**src/rtl/serial_uart_transmitter_pkg.sv**
```systemverilog
// serial_uart_transmitter_pkg: shared types and defaults for the serial transmit path
package serial_uart_transmitter_pkg;
  localparam int SERIAL_TX_CLOCKS_PER_BIT = 543;
  localparam int SERIAL_TX_FIFO_DEPTH = 16;
  typedef logic [7:0] SerialDataPath;
  typedef logic [$clog2(SERIAL_TX_FIFO_DEPTH):0] SerialTxFifoCountPath;
  typedef enum logic [1:0] {IDLE, START, DATA, STOP} SerialTxState;
endpackage

```
**src/rtl/serial_tx_fifo.sv**
```systemverilog
// serial_tx_fifo: circular byte buffer with wrap-bit pointers for full/empty detection
module serial_tx_fifo
  import serial_uart_transmitter_pkg::*;
#(
  parameter int DEPTH = SERIAL_TX_FIFO_DEPTH
) (
  input  logic clk,
  input  logic rst,
  input  logic push,
  input  SerialDataPath pushData,
  input  logic pop,
  output SerialDataPath popData,
  output logic [$clog2(DEPTH):0] count,
  output logic full,
  output logic empty
);
  localparam int AW = $clog2(DEPTH);
  localparam logic [AW:0] ONE = 1;
  SerialDataPath mem [DEPTH];
  logic [AW:0] wrPtr, rdPtr;
  assign count = wrPtr - rdPtr;
  assign empty = wrPtr == rdPtr;
  assign full = (wrPtr[AW] != rdPtr[AW]) && (wrPtr[AW-1:0] == rdPtr[AW-1:0]);
  assign popData = mem[rdPtr[AW-1:0]];
  always_ff @(posedge clk)
    if (push) mem[wrPtr[AW-1:0]] <= pushData;
  always_ff @(posedge clk or posedge rst)
    if (rst) begin
      wrPtr <= '0;
      rdPtr <= '0;
    end else begin
      if (push) wrPtr <= wrPtr + ONE;
      if (pop) rdPtr <= rdPtr + ONE;
    end
endmodule

```
**src/rtl/serial_uart_transmitter.sv**
```systemverilog
// serial_uart_transmitter: FIFO-buffered 8N1 UART transmitter with sticky overflow flag
module serial_uart_transmitter
  import serial_uart_transmitter_pkg::*;
#(
  parameter int CLOCKS_PER_BIT = SERIAL_TX_CLOCKS_PER_BIT,
  parameter int FIFO_DEPTH = SERIAL_TX_FIFO_DEPTH
) (
  input  logic clk,
  input  logic rst,
  input  logic serialWE,
  input  logic [7:0] serialWriteData,
  output logic txd,
  output logic txBusy,
  output logic fifoFull,
  output logic [$clog2(FIFO_DEPTH):0] fifoCount,
  output logic overflow
);
  SerialTxState state;
  logic [15:0] baud;
  logic [2:0] bitIdx;
  SerialDataPath shift, popData;
  logic fifoEmpty, baudDone, pop, push;
  assign baudDone = baud == 16'(CLOCKS_PER_BIT - 1);
  // A full FIFO still accepts a write when the same cycle frees a slot
  assign pop = !fifoEmpty && (state == IDLE || (state == STOP && baudDone));
  assign push = serialWE && (!fifoFull || pop);
  serial_tx_fifo #(.DEPTH(FIFO_DEPTH)) fifo (
    .clk(clk),
    .rst(rst),
    .push(push),
    .pushData(serialWriteData),
    .pop(pop),
    .popData(popData),
    .count(fifoCount),
    .full(fifoFull),
    .empty(fifoEmpty)
  );
  always_ff @(posedge clk or posedge rst)
    if (rst) begin
      state <= IDLE;
      baud <= '0;
      bitIdx <= '0;
      shift <= '0;
      txd <= 1'b1;
      txBusy <= 1'b0;
      overflow <= 1'b0;
    end else begin
      txd <= state == START ? 1'b0 : state == DATA ? shift[0] : 1'b1;
      txBusy <= state != IDLE || fifoCount != '0;
      overflow <= overflow || (serialWE && !push);
      baud <= (state == IDLE || baudDone) ? '0 : baud + 16'd1;
      case (state)
        IDLE: if (pop) begin
          shift <= popData;
          bitIdx <= '0;
          state <= START;
        end
        START: if (baudDone) begin
          bitIdx <= '0;
          state <= DATA;
        end
        DATA: if (baudDone) begin
          if (bitIdx == 3'd7) state <= STOP;
          else begin
            shift <= shift >> 1;
            bitIdx <= bitIdx + 3'd1;
          end
        end
        STOP: if (baudDone) begin
          if (pop) begin
            shift <= popData;
            bitIdx <= '0;
            state <= START;
          end else state <= IDLE;
        end
      endcase
    end
endmodule

```
**config.mk**
```make
export PLATFORM = sky130hd
export DESIGN_NAME = serial_uart_transmitter
export DESIGN_NICKNAME = d
export VERILOG_FILES = /design/src/rtl/serial_uart_transmitter_pkg.sv /design/src/rtl/serial_tx_fifo.sv /design/src/rtl/serial_uart_transmitter.sv
export SDC_FILE = /design/constraint.sdc
export NUM_CORES = 1
export LEC_CHECK = 0
export BUFFER_PORTS_ARGS = -buffer_cell sky130_fd_sc_hd__clkbuf_2
export CAP_MARGIN = 5
export CORE_MARGIN = 4
export CORE_UTILIZATION = 45
export DETAILED_ROUTE_END_ITERATION = 16
export GPL_TIMING_DRIVEN = 0
export SLEW_MARGIN = 30
export SYNTH_ARGS = -nofsm -noshare
export SYNTH_HDL_FRONTEND = slang
export SYNTH_SLANG_ARGS = --single-unit
```
**constraint.sdc**
```tcl
create_clock -name clk -period 4.6 [get_ports clk]
set_input_delay 0.69 -clock clk [delete_from_list [all_inputs] [get_ports clk]]
set_output_delay 0.69 -clock clk [all_outputs]
set_load 0.01 [all_outputs]
```
==> impl_metrics.env, run 1 <==
export IMPL_grt_first_pass_wirelength_mm=23.76
export IMPL_die_h_um=135.4
export IMPL_slew_viol_final=0
export IMPL_globalRouteTotalUtil_pct=17.64
export IMPL_crit_path_start_kind="flop"
export IMPL_rows=46
export IMPL_fin_worst_skew_ns=0.008504
export IMPL_globalRouteOverflowTotal=0
export IMPL_regArea_mm2=0.004896
export IMPL_fp_dieW_um=135.4
export IMPL_n_antenna_cell=0
export IMPL_multiInputGateArea_mm2=0.002283
export IMPL_max_slew_margin_rel_pct=45.32
export IMPL_pwr_share_clk_pct=36.7
export IMPL_end_kind="flop"
export IMPL_fillers=1361
export IMPL_cts_max_level=4
export IMPL_routedWlPerCell_um=20.34
export IMPL_r2r_start="fifo.rdPtr[1]"
export IMPL_hold_buffers=0
export IMPL_viasPerCell=5.489
export IMPL_path_max_fanout=10
export IMPL_path_class="flop to flop"
export IMPL_cts_setup_buffers=0
export IMPL_p_leak_nw=2.934
export IMPL_port_buffers=19
export IMPL_dp_final_hpwl_mm=10.26
export IMPL_intPower_mw=2.691
export IMPL_outcome="complete, no violations"
export IMPL_grt_max_degree=23
export IMPL_synth_warnings=0
export IMPL_synth_seq_cells=170
export IMPL_grt_pass1_vias=4070
export IMPL_core_area_mm2=0.01589
export IMPL_grt_antenna_before_repair=0
export IMPL_vias=4073
export IMPL_fin_nets=543
export IMPL_dieArea_mm2=0.01832
export IMPL_instances_no_fill=742
export IMPL_period_share_pct=93.23
export IMPL_clock_path_buffers=2
export IMPL_p_sw_mw=1.023
export IMPL_tightestPinTransition_ns=0.8171
export IMPL_finalSetupViolCount=0
export IMPL_cts_tree="yes"
export IMPL_synth_flop_cell="edfxtp_1"
export IMPL_finalCriticalPeriod_ns=4.289
export IMPL_power_total_mw=3.714
export IMPL_synthesis_area_mm2=0.007300
export IMPL_yosysUniqueCellTypes=54
export IMPL_place_inst=710
export IMPL_synth_nets=504
export IMPL_routed_wl_mm=15.09
export IMPL_syn_inst=474
export IMPL_synth_edf_count=128
export IMPL_whs_ns=0.2797
export IMPL_seqPwrFrac_pct=49.6
export IMPL_ir_drop_v=0.0002961
export IMPL_place_congestion=0.7930
export IMPL_p_sw_share_pct=27.53
export IMPL_initial_core_util_pct=45.95
export IMPL_arrival_ns=4.35
export IMPL_cap_violations=0
export IMPL_fmax_mhz=233.2
export IMPL_area_delta_synth_final_pct=13.34
export IMPL_post_dp_cell_area_mm2=0.007712
export IMPL_yosysSeqAreaShare_pct=67.07
export IMPL_final_area_mm2=0.008273
export IMPL_drt_iter0_markers=401
export IMPL_postRouteAntennaNets=0
export IMPL_drc=0
export IMPL_cts_buffers=17
export IMPL_ios=20
export IMPL_cts_num_sinks=170
export IMPL_finalHoldViolations=0
export IMPL_rsz0062_at_grt="yes"
export IMPL_startpoint="fifo.rdPtr[1]"
export IMPL_comb_power_share_pct=13.7
export IMPL_required_ns=4.66
export IMPL_synth_avg_cell_area_um2=15.40
export IMPL_clk_pin_slew_ns=0.07
export IMPL_finalSetupTns_ns=0
export IMPL_power_density_mw_per_mm2=448.9
export IMPL_cts_resized=0
export IMPL_first_pass_iters=4
export IMPL_async_reset_ff_share_pct=24.71
export IMPL_clock_latency_ns=0.43
export IMPL_cts_root_buffer="clkbuf_16"
export IMPL_hp_class="input pin to async pin"
export IMPL_drive_gt1_share_pct=20.15
## cells in the mapped netlist (all sizes together), types with 2 or more instances
library cell / instances / share of area [%]
edfxtp: 128 / 53
dfrtp: 41 / 14
nor2: 37 / 1.9
nand2: 28 / 1.4
mux4: 25 / 7.7
ha: 18 / 3.1
a211oi: 17 / 1.7
nor2b: 17 / 1.5
a21oi: 15 / 1.0
inv: 15 / 0.77
xnor2: 14 / 1.7
clkbuf: 11 / 0.57
xor2: 10 / 1.2
mux2: 9 / 1.4
buf: 8 / 0.53
nor4: 8 / 0.89
nand4: 7 / 0.60
nor3: 7 / 0.48
a211o: 6 / 0.72
nand3: 6 / 0.41
o21ai: 5 / 0.34
nand2b: 4 / 0.34
and3: 3 / 0.26
or3: 3 / 0.26
a21o: 2 / 0.21
a22o: 2 / 0.24
a31o: 2 / 0.24
mux2i: 2 / 0.27
nand3b: 2 / 0.21
nor4b: 2 / 0.53
or4b: 2 / 0.33
## registers in the layout, indices dropped and copies added (netlist names), 2 cells and up
signal / count
state: 2
fifo.wrPtr: 5
shift: 8
baud: 16
fifo.mem: 128
bitIdx: 3
fifo.rdPtr: 5
## worst max-delay path, stage by stage (launching register included)
cell and delay, ns:
dfrtp_1 0.44, buf_2 0.34, clkbuf_1 0.54, clkbuf_1 0.47, inv_1 0.17, ha_1 0.34, nand4_1 0.16, o31ai_1 0.09
o21ai_1 0.34, nand2_1 0.30, nor2_1 0.70
## placed cells by master (no fill, tap or decap), drive strengths merged, types with 7 or more instances in the layout
cell type  instances
xor2              10
edfxtp           128
mux2               9
inv               22
ha                18
a211oi            17
xnor2             14
buf                9
a21oi             15
nor3               7
dfrtp             41
nor2              37
nor2b             17
nand4              7
nand2             28
clkbuf            48
nor4               8
mux4              25
## routing by layer
layer	global-route usage, %	vias to the layer above	share of wire (%)
li1	-	1884	-
met1	25.22	2047	45
met2	26.27	120	47
met3	3.975	22	5.9
met4	7.447	0	2.6
met5	0	-	0
## area by class of cell
class                   instances  share of cell area, %
flip-flops and latches        170                  59.18
multi-input cells             269                  27.60
clock buffers                  18                  5.188
well taps                     216                  3.267
clock inverters                14                  1.588
repair buffers                 20                  1.482
plain buffers                  19                 0.9679
inverters                      16                 0.7260
## power by group through the flow
stage	registers [mW]	clock network, mW	logic (mW)
after floorplan	1.86	0	0.330
after detailed placement	1.88	0	0.513
after global routing	1.85	1.46	0.566
after global placement	1.87	0	0.488
after CTS	1.84	1.39	0.517
final	1.84	1.36	0.509
## through the flow
stage	setup WS [ns]	utilization [%]
global route	-0.03528	52.08
global placement	-0.07792	48.25
floorplan	1.255	-
finish	0.3115	52.08
CTS	0.2676	52.08
detailed placement	0.2919	48.55
## worst paths after layout
path	end	slack (ns)	cells past startpoint
max	fifo.mem[4][2]	0.31	10
min reg2reg	baud[0]	0.47	1
max in group asynchronous	txd	3.76	3
min in group clk	baud[0]	0.47	1
min	baud[11]	0.28	2
max reg2reg	fifo.mem[4][2]	0.31	10
## logic make-up (layout without fill, tap and decap cells)
group	count (synthesis)	in the layout	share of synthesized area [%]
DFF	170	170	67.07
muxes	36	36	9.376
adders and majority gates	19	19	3.360
and+or+nand+nor	132	132	9.702
AOI/OAI and AO/OA	58	58	5.691
buffers and inverters	35	87	1.920
xor gates and xnor gates	24	24	2.880
(Power assumes the default switching activity.)
==> run 2, diff against run 1 <==
CELL_PAD_IN_SITES_DETAIL_PLACEMENT = 0   (was not set)
CELL_PAD_IN_SITES_GLOBAL_PLACEMENT = 1   (was not set)
PLACE_DENSITY_LB_ADDON = 0.1   (was not set)
==> run 2 against run 1 <==
Against the previous run: register-to-register slack got worse by 0.12 ns; via count increased by 0.49%; sequential share of layout area decreased by 0.13 points; first-iteration DRC count decreased by 28%; highest routed layer unchanged; core utilization increased by 0.12 points; critical path type unchanged; wire length increased by 4.9%; flip-flop and latch count unchanged.
==> impl_metrics.env, run 2 (synthesis results as in run 1) <==
export IMPL_grt_pass1_vias=4150
export IMPL_mostFrequentLayoutCells="128 x edfxtp_1, 41 x dfrtp_1, 31 x nor2_1"
export IMPL_crit_chain="buf_2 > clkbuf_1 > clkbuf_1 > inv_1 > ha_1 > nand4_1 > o31ai_1 > o21ai_1 > nand2_1 > nor2_1"
export IMPL_path_class="flop to flop"
export IMPL_cp_common_cell="clkbuf_1"
export IMPL_end_kind="flop"
export IMPL_final_area_mm2=0.008292
export IMPL_vias=4093
export IMPL_power_density_mw_per_mm2=452.5
export IMPL_area_delta_synth_final_pct=13.59
export IMPL_tightestPinTransition_ns=0.8276
export IMPL_fmax_mhz=226.7
export IMPL_drt_iter0_markers=290
export IMPL_rsz0062_at_grt="yes"
export IMPL_post_dp_cell_area_mm2=0.007705
export IMPL_postRouteAntennaNets=0
export IMPL_pwr_share_clk_pct=37.2
export IMPL_viasPerCell=5.516
export IMPL_place_congestion=0.7572
export IMPL_cts_setup_buffers=0
export IMPL_clock_latency_ns=0.43
export IMPL_fin_nets=543
export IMPL_final_common_cell="edfxtp_1"
export IMPL_slew_viol_final=0
export IMPL_outcome="complete, no violations"
export IMPL_grt_antenna_before_repair=0
export IMPL_place_ws_ns=0.09545
export IMPL_globalRouteTotalUtil_pct=18.60
export IMPL_n_antenna_cell=0
export IMPL_first_pass_iters=4
export IMPL_cts_buffers=17
export IMPL_port_buffers=19
export IMPL_clk_pin_slew_ns=0.07
export IMPL_arrival_ns=4.47
export IMPL_globalRouteOverflowTotal=0
export IMPL_fp_dieW_um=135.4
export IMPL_drc=0
export IMPL_period_share_pct=95.88
export IMPL_path_max_fanout=10
export IMPL_ir_drop_v=0.0002885
export IMPL_clock_path_buffers=2
export IMPL_hp_class="input pin to async pin"
export IMPL_dp_final_hpwl_mm=10.70
export IMPL_p_sw_share_pct=28.02
export IMPL_core_area_mm2=0.01589
export IMPL_drive_gt1_share_pct=21.48
export IMPL_required_ns=4.66
export IMPL_power_total_mw=3.752
export IMPL_largest_reg_flops=128
export IMPL_crit_path_start_kind="flop"
export IMPL_path_delay_family="buffers and inverters"
export IMPL_p_leak_nw=2.936
export IMPL_finalCriticalPeriod_ns=4.410
export IMPL_cts_num_sinks=170
export IMPL_finalHoldViolations=0
export IMPL_p_sw_mw=1.051
export IMPL_cts_max_level=4
export IMPL_cts_tree="yes"
export IMPL_grt_max_degree=26
export IMPL_finalSetupTns_ns=0
export IMPL_finalSetupViolCount=0
export IMPL_die_h_um=135.4
export IMPL_fin_worst_skew_ns=0.01016
export IMPL_cpMaxStageDelayCell="nor2_1"
export IMPL_cap_violations=0
export IMPL_final_core_util_pct=52.20
export IMPL_ios=20
export IMPL_setup_ws_ns=0.1896
export IMPL_seqPwrFrac_pct=49.1
export IMPL_initial_core_util_pct=45.95
export IMPL_routed_wl_mm=15.83
export IMPL_grt_first_pass_wirelength_mm=24.92
export IMPL_dieArea_mm2=0.01832
export IMPL_routedWlPerCell_um=21.33
export IMPL_cts_root_buffer="clkbuf_16"
export IMPL_intPower_mw=2.701
export IMPL_rows=46
export IMPL_hold_buffers=0
export IMPL_max_slew_margin_rel_pct=44.63
export IMPL_critical_path_buf_inv_count=4
export IMPL_slowest_delay_ns=0.73
export IMPL_comb_power_share_pct=13.7
## run 2: changes by cell type in the layout (fill, tap and decap cells not counted), sizes merged
cell / change
clkbuf: -1
inv: +3
clkinvlp: +1
clkinv: -3
## run 2: repair_timing
action	CTS	global route
resized for setup	0	6
setup endpoints to repair	0	120
endpoints found under the hold margin	0	0
## run 2: worst paths after layout
check / startpoint / to / slack [ns] / depth (start not counted)
max: fifo.rdPtr[1] / fifo.mem[12][3] / 0.19 / 10
min: rst / fifo.wrPtr[1] / 0.23 / 2
max reg2reg: fifo.rdPtr[1] / fifo.mem[12][3] / 0.19 / 10
min reg2reg: overflow / overflow / 0.47 / 1
max in group asynchronous: rst / txd / 3.82 / 3
min in group clk: overflow / overflow / 0.47 / 1
## run 2: metal layers
layer,vias to the layer above,GRT usage (%),part of all wire [%]
met5,-,0,0
met4,0,5.823,1.8
met3,18,4.012,5.1
met2,100,28.82,47
met1,2086,26.58,46
li1,1889,-,-
## run 2: layout make-up
type                       count  area (um^2)
buffer                        19        80.08
clock buffer                  17        425.4
clock inverter                15        146.4
fill                        1347         7594
inverter                      16        60.06
multi-input combinational    269         2298
sequential                   170         4896
tap                          216        270.3
timing repair buffer          20        115.1
## run 2: power by group through the flow
stage / sequential, mW / clock, mW / combinational [mW]
floorplan: 1.86 / 0 / 0.330
finish: 1.84 / 1.39 / 0.515
global route: 1.85 / 1.49 / 0.581
detailed placement: 1.88 / 0 / 0.514
CTS: 1.85 / 1.42 / 0.518
global placement: 1.87 / 0 / 0.495
## run 2: stage by stage
step / hold slack, ns / std cells
6_report: 0.2332 / 742
5_1_grt: 0.2596 / 742
4_1_cts: 0.2450 / 742
3_5_place_dp: 0.4632 / 710
3_3_place_gp: 0.4520 / 709
2_1_floorplan: 0.4467 / 474
==> run 3, diff against run 2 <==
CORE_ASPECT_RATIO = 1.1   (was not set)
==> run 3 against run 2 <==
Against the previous run: die area is essentially flat; worst hold slack gained 0.011 ns; fmax grew 0.98%; sequential share of layout area is essentially flat; combinational power grew 4.7%; critical path type is now flop to output pin; largest cell class unchanged; non-clock buffer count is the same; final cell count shrank 2.2%.
==> impl_metrics.env, run 3 (synthesis results as in run 1) <==
export IMPL_drc=0
export IMPL_hp_class="input pin to async pin"
export IMPL_max_slew_margin_rel_pct=47.45
export IMPL_port_buffers=19
export IMPL_fillers=1341
export IMPL_first_pass_iters=4
export IMPL_ir_drop_v=0.0002664
export IMPL_intPower_mw=2.738
export IMPL_cts_num_sinks=170
export IMPL_ios=20
export IMPL_clk_pin_slew_ns=0.07
export IMPL_p_sw_share_pct=27.00
export IMPL_grt_antenna_before_repair=0
export IMPL_area_delta_synth_final_pct=13.61
export IMPL_clock_latency_ns=0.42
export IMPL_slowest_delay_ns=0.53
export IMPL_grt_first_pass_wirelength_mm=24.09
export IMPL_cap_violations=0
export IMPL_grt_max_degree=26
export IMPL_dieArea_mm2=0.01833
export IMPL_crit_chain="buf_2 > clkbuf_1 > clkbuf_1 > inv_1 > fa_1 > a21o_1 > a21oi_1 > xnor2_1 > clkbuf_2"
export IMPL_pwr_share_clk_pct=36.5
export IMPL_final_core_util_pct=52.50
export IMPL_die_h_um=141.6
export IMPL_globalRouteOverflowTotal=0
export IMPL_setup_ws_ns=0.2324
export IMPL_period_share_pct=94.95
export IMPL_slew_viol_final=0
export IMPL_finalSetupViolCount=0
export IMPL_cpMaxStageDelayCell="clkbuf_1"
export IMPL_postRouteAntennaNets=0
export IMPL_fmax_mhz=229.0
export IMPL_outcome="complete, no violations"
export IMPL_largest_reg_flops=128
export IMPL_viasPerCell=5.514
export IMPL_required_ns=3.91
export IMPL_mostFrequentLayoutCells="128 x edfxtp_1, 41 x dfrtp_1, 28 x nand2_1, 28 x nor2_1, 25 x mux4_2"
export IMPL_fp_dieW_um=129.4
export IMPL_cts_setup_buffers=0
export IMPL_drt_iter0_markers=296
export IMPL_whs_ns=0.2437
export IMPL_cts_max_level=4
export IMPL_finalSetupTns_ns=0
export IMPL_final_common_cell="edfxtp_1"
export IMPL_p_leak_nw=2.943
export IMPL_core_area_mm2=0.01580
export IMPL_place_congestion=0.8082
export IMPL_grt_pass1_vias=4123
export IMPL_finalHoldViolations=0
export IMPL_vias=4003
export IMPL_globalRouteTotalUtil_pct=18.09
export IMPL_comb_power_share_pct=14.4
export IMPL_end_kind="output pin"
export IMPL_rsz0062_at_grt="yes"
export IMPL_path_max_fanout=10
export IMPL_fin_worst_skew_ns=0.009757
export IMPL_seqPwrFrac_pct=49.1
export IMPL_clock_path_buffers=2
export IMPL_n_antenna_cell=0
export IMPL_arrival_ns=3.68
export IMPL_tightestPinTransition_ns=0.7840
export IMPL_finalCriticalPeriod_ns=4.368
export IMPL_path_class="flop to output pin"
export IMPL_initial_core_util_pct=46.21
export IMPL_cts_buffers=17
export IMPL_crit_path_start_kind="flop"
export IMPL_final_area_mm2=0.008293
export IMPL_dp_final_hpwl_mm=10.74
export IMPL_power_density_mw_per_mm2=452.2
export IMPL_fin_nets=543
export IMPL_cp_common_cell="clkbuf_1"
export IMPL_routed_wl_mm=15.48
export IMPL_routedWlPerCell_um=21.32
export IMPL_post_dp_cell_area_mm2=0.007685
export IMPL_rows=48
export IMPL_cts_tree="yes"
export IMPL_p_sw_mw=1.013
export IMPL_drive_gt1_share_pct=21.86
export IMPL_cts_root_buffer="clkbuf_16"
export IMPL_place_ws_ns=0.1329
run 3: per-layer routing:
| metal | global-route usage, % | part of all wire, % |
|---|---|---|
| met5 | 0 | 0 |
| met4 | 5.580 | 1.3 |
| met3 | 3.050 | 3.8 |
| met2 | 29.67 | 51 |
| met1 | 24.89 | 44 |
run 3: layout make-up:
class / instances / area (um^2) / area share (%)
clock inverters: 14 / 137.6 / 1.660
repair buffers: 20 / 115.1 / 1.388
well taps: 200 / 250.2 / 3.018
plain buffers: 19 / 80.08 / 0.9656
clock buffers: 18 / 429.2 / 5.175
flip-flops and latches: 170 / 4896 / 59.04
multi-input cells: 269 / 2325 / 28.03
inverters: 16 / 60.06 / 0.7242
run 3: final timing paths:
path | end | startpoint | cells past startpoint | slack [ns]
setup / recovery | fifoCount[4] | fifo.rdPtr[1] | 9 | 0.23
hold / removal | baud[0] | rst | 2 | 0.24
setup reg to reg | fifo.mem[10][1] | fifo.rdPtr[1] | 10 | 0.24
hold reg to reg | baud[0] | baud[0] | 1 | 0.47
max in group asynchronous | txd | rst | 3 | 3.79
min in group clk | baud[0] | baud[0] | 1 | 0.47
run 3: worst max-delay path: cells and delay by family (launching register included):
kind,cells,cell delay (ns)
compound gates,2,0.35
xor+xnor,1,0.17
fa+ha+maj,1,0.50
buf+inv,5,1.75
flops,1,0.47
run 3: repair_timing:
item	CTS	global route
gates resized for setup	0	12
setup endpoints to repair	0	120
hold buffers	0	0
run 3: power groups by stage:
stage / clock, mW / combinational (mW) / sequential [mW]
after floorplan: 0 / 0.330 / 1.86
after global placement: 0 / 0.500 / 1.87
after detailed placement: 0 / 0.516 / 1.87
after CTS: 1.40 / 0.519 / 1.84
after global routing: 1.47 / 0.591 / 1.85
final: 1.37 / 0.539 / 1.84
run 3: metrics by stage:
| step | power (mW) | std cells |
|---|---|---|
| after floorplan | 2.192 | 474 |
| after global placement | 2.370 | 693 |
| after detailed placement | 2.390 | 694 |
| after CTS | 3.760 | 726 |
| after global routing | 3.912 | 726 |
| final | 3.750 | 726 |
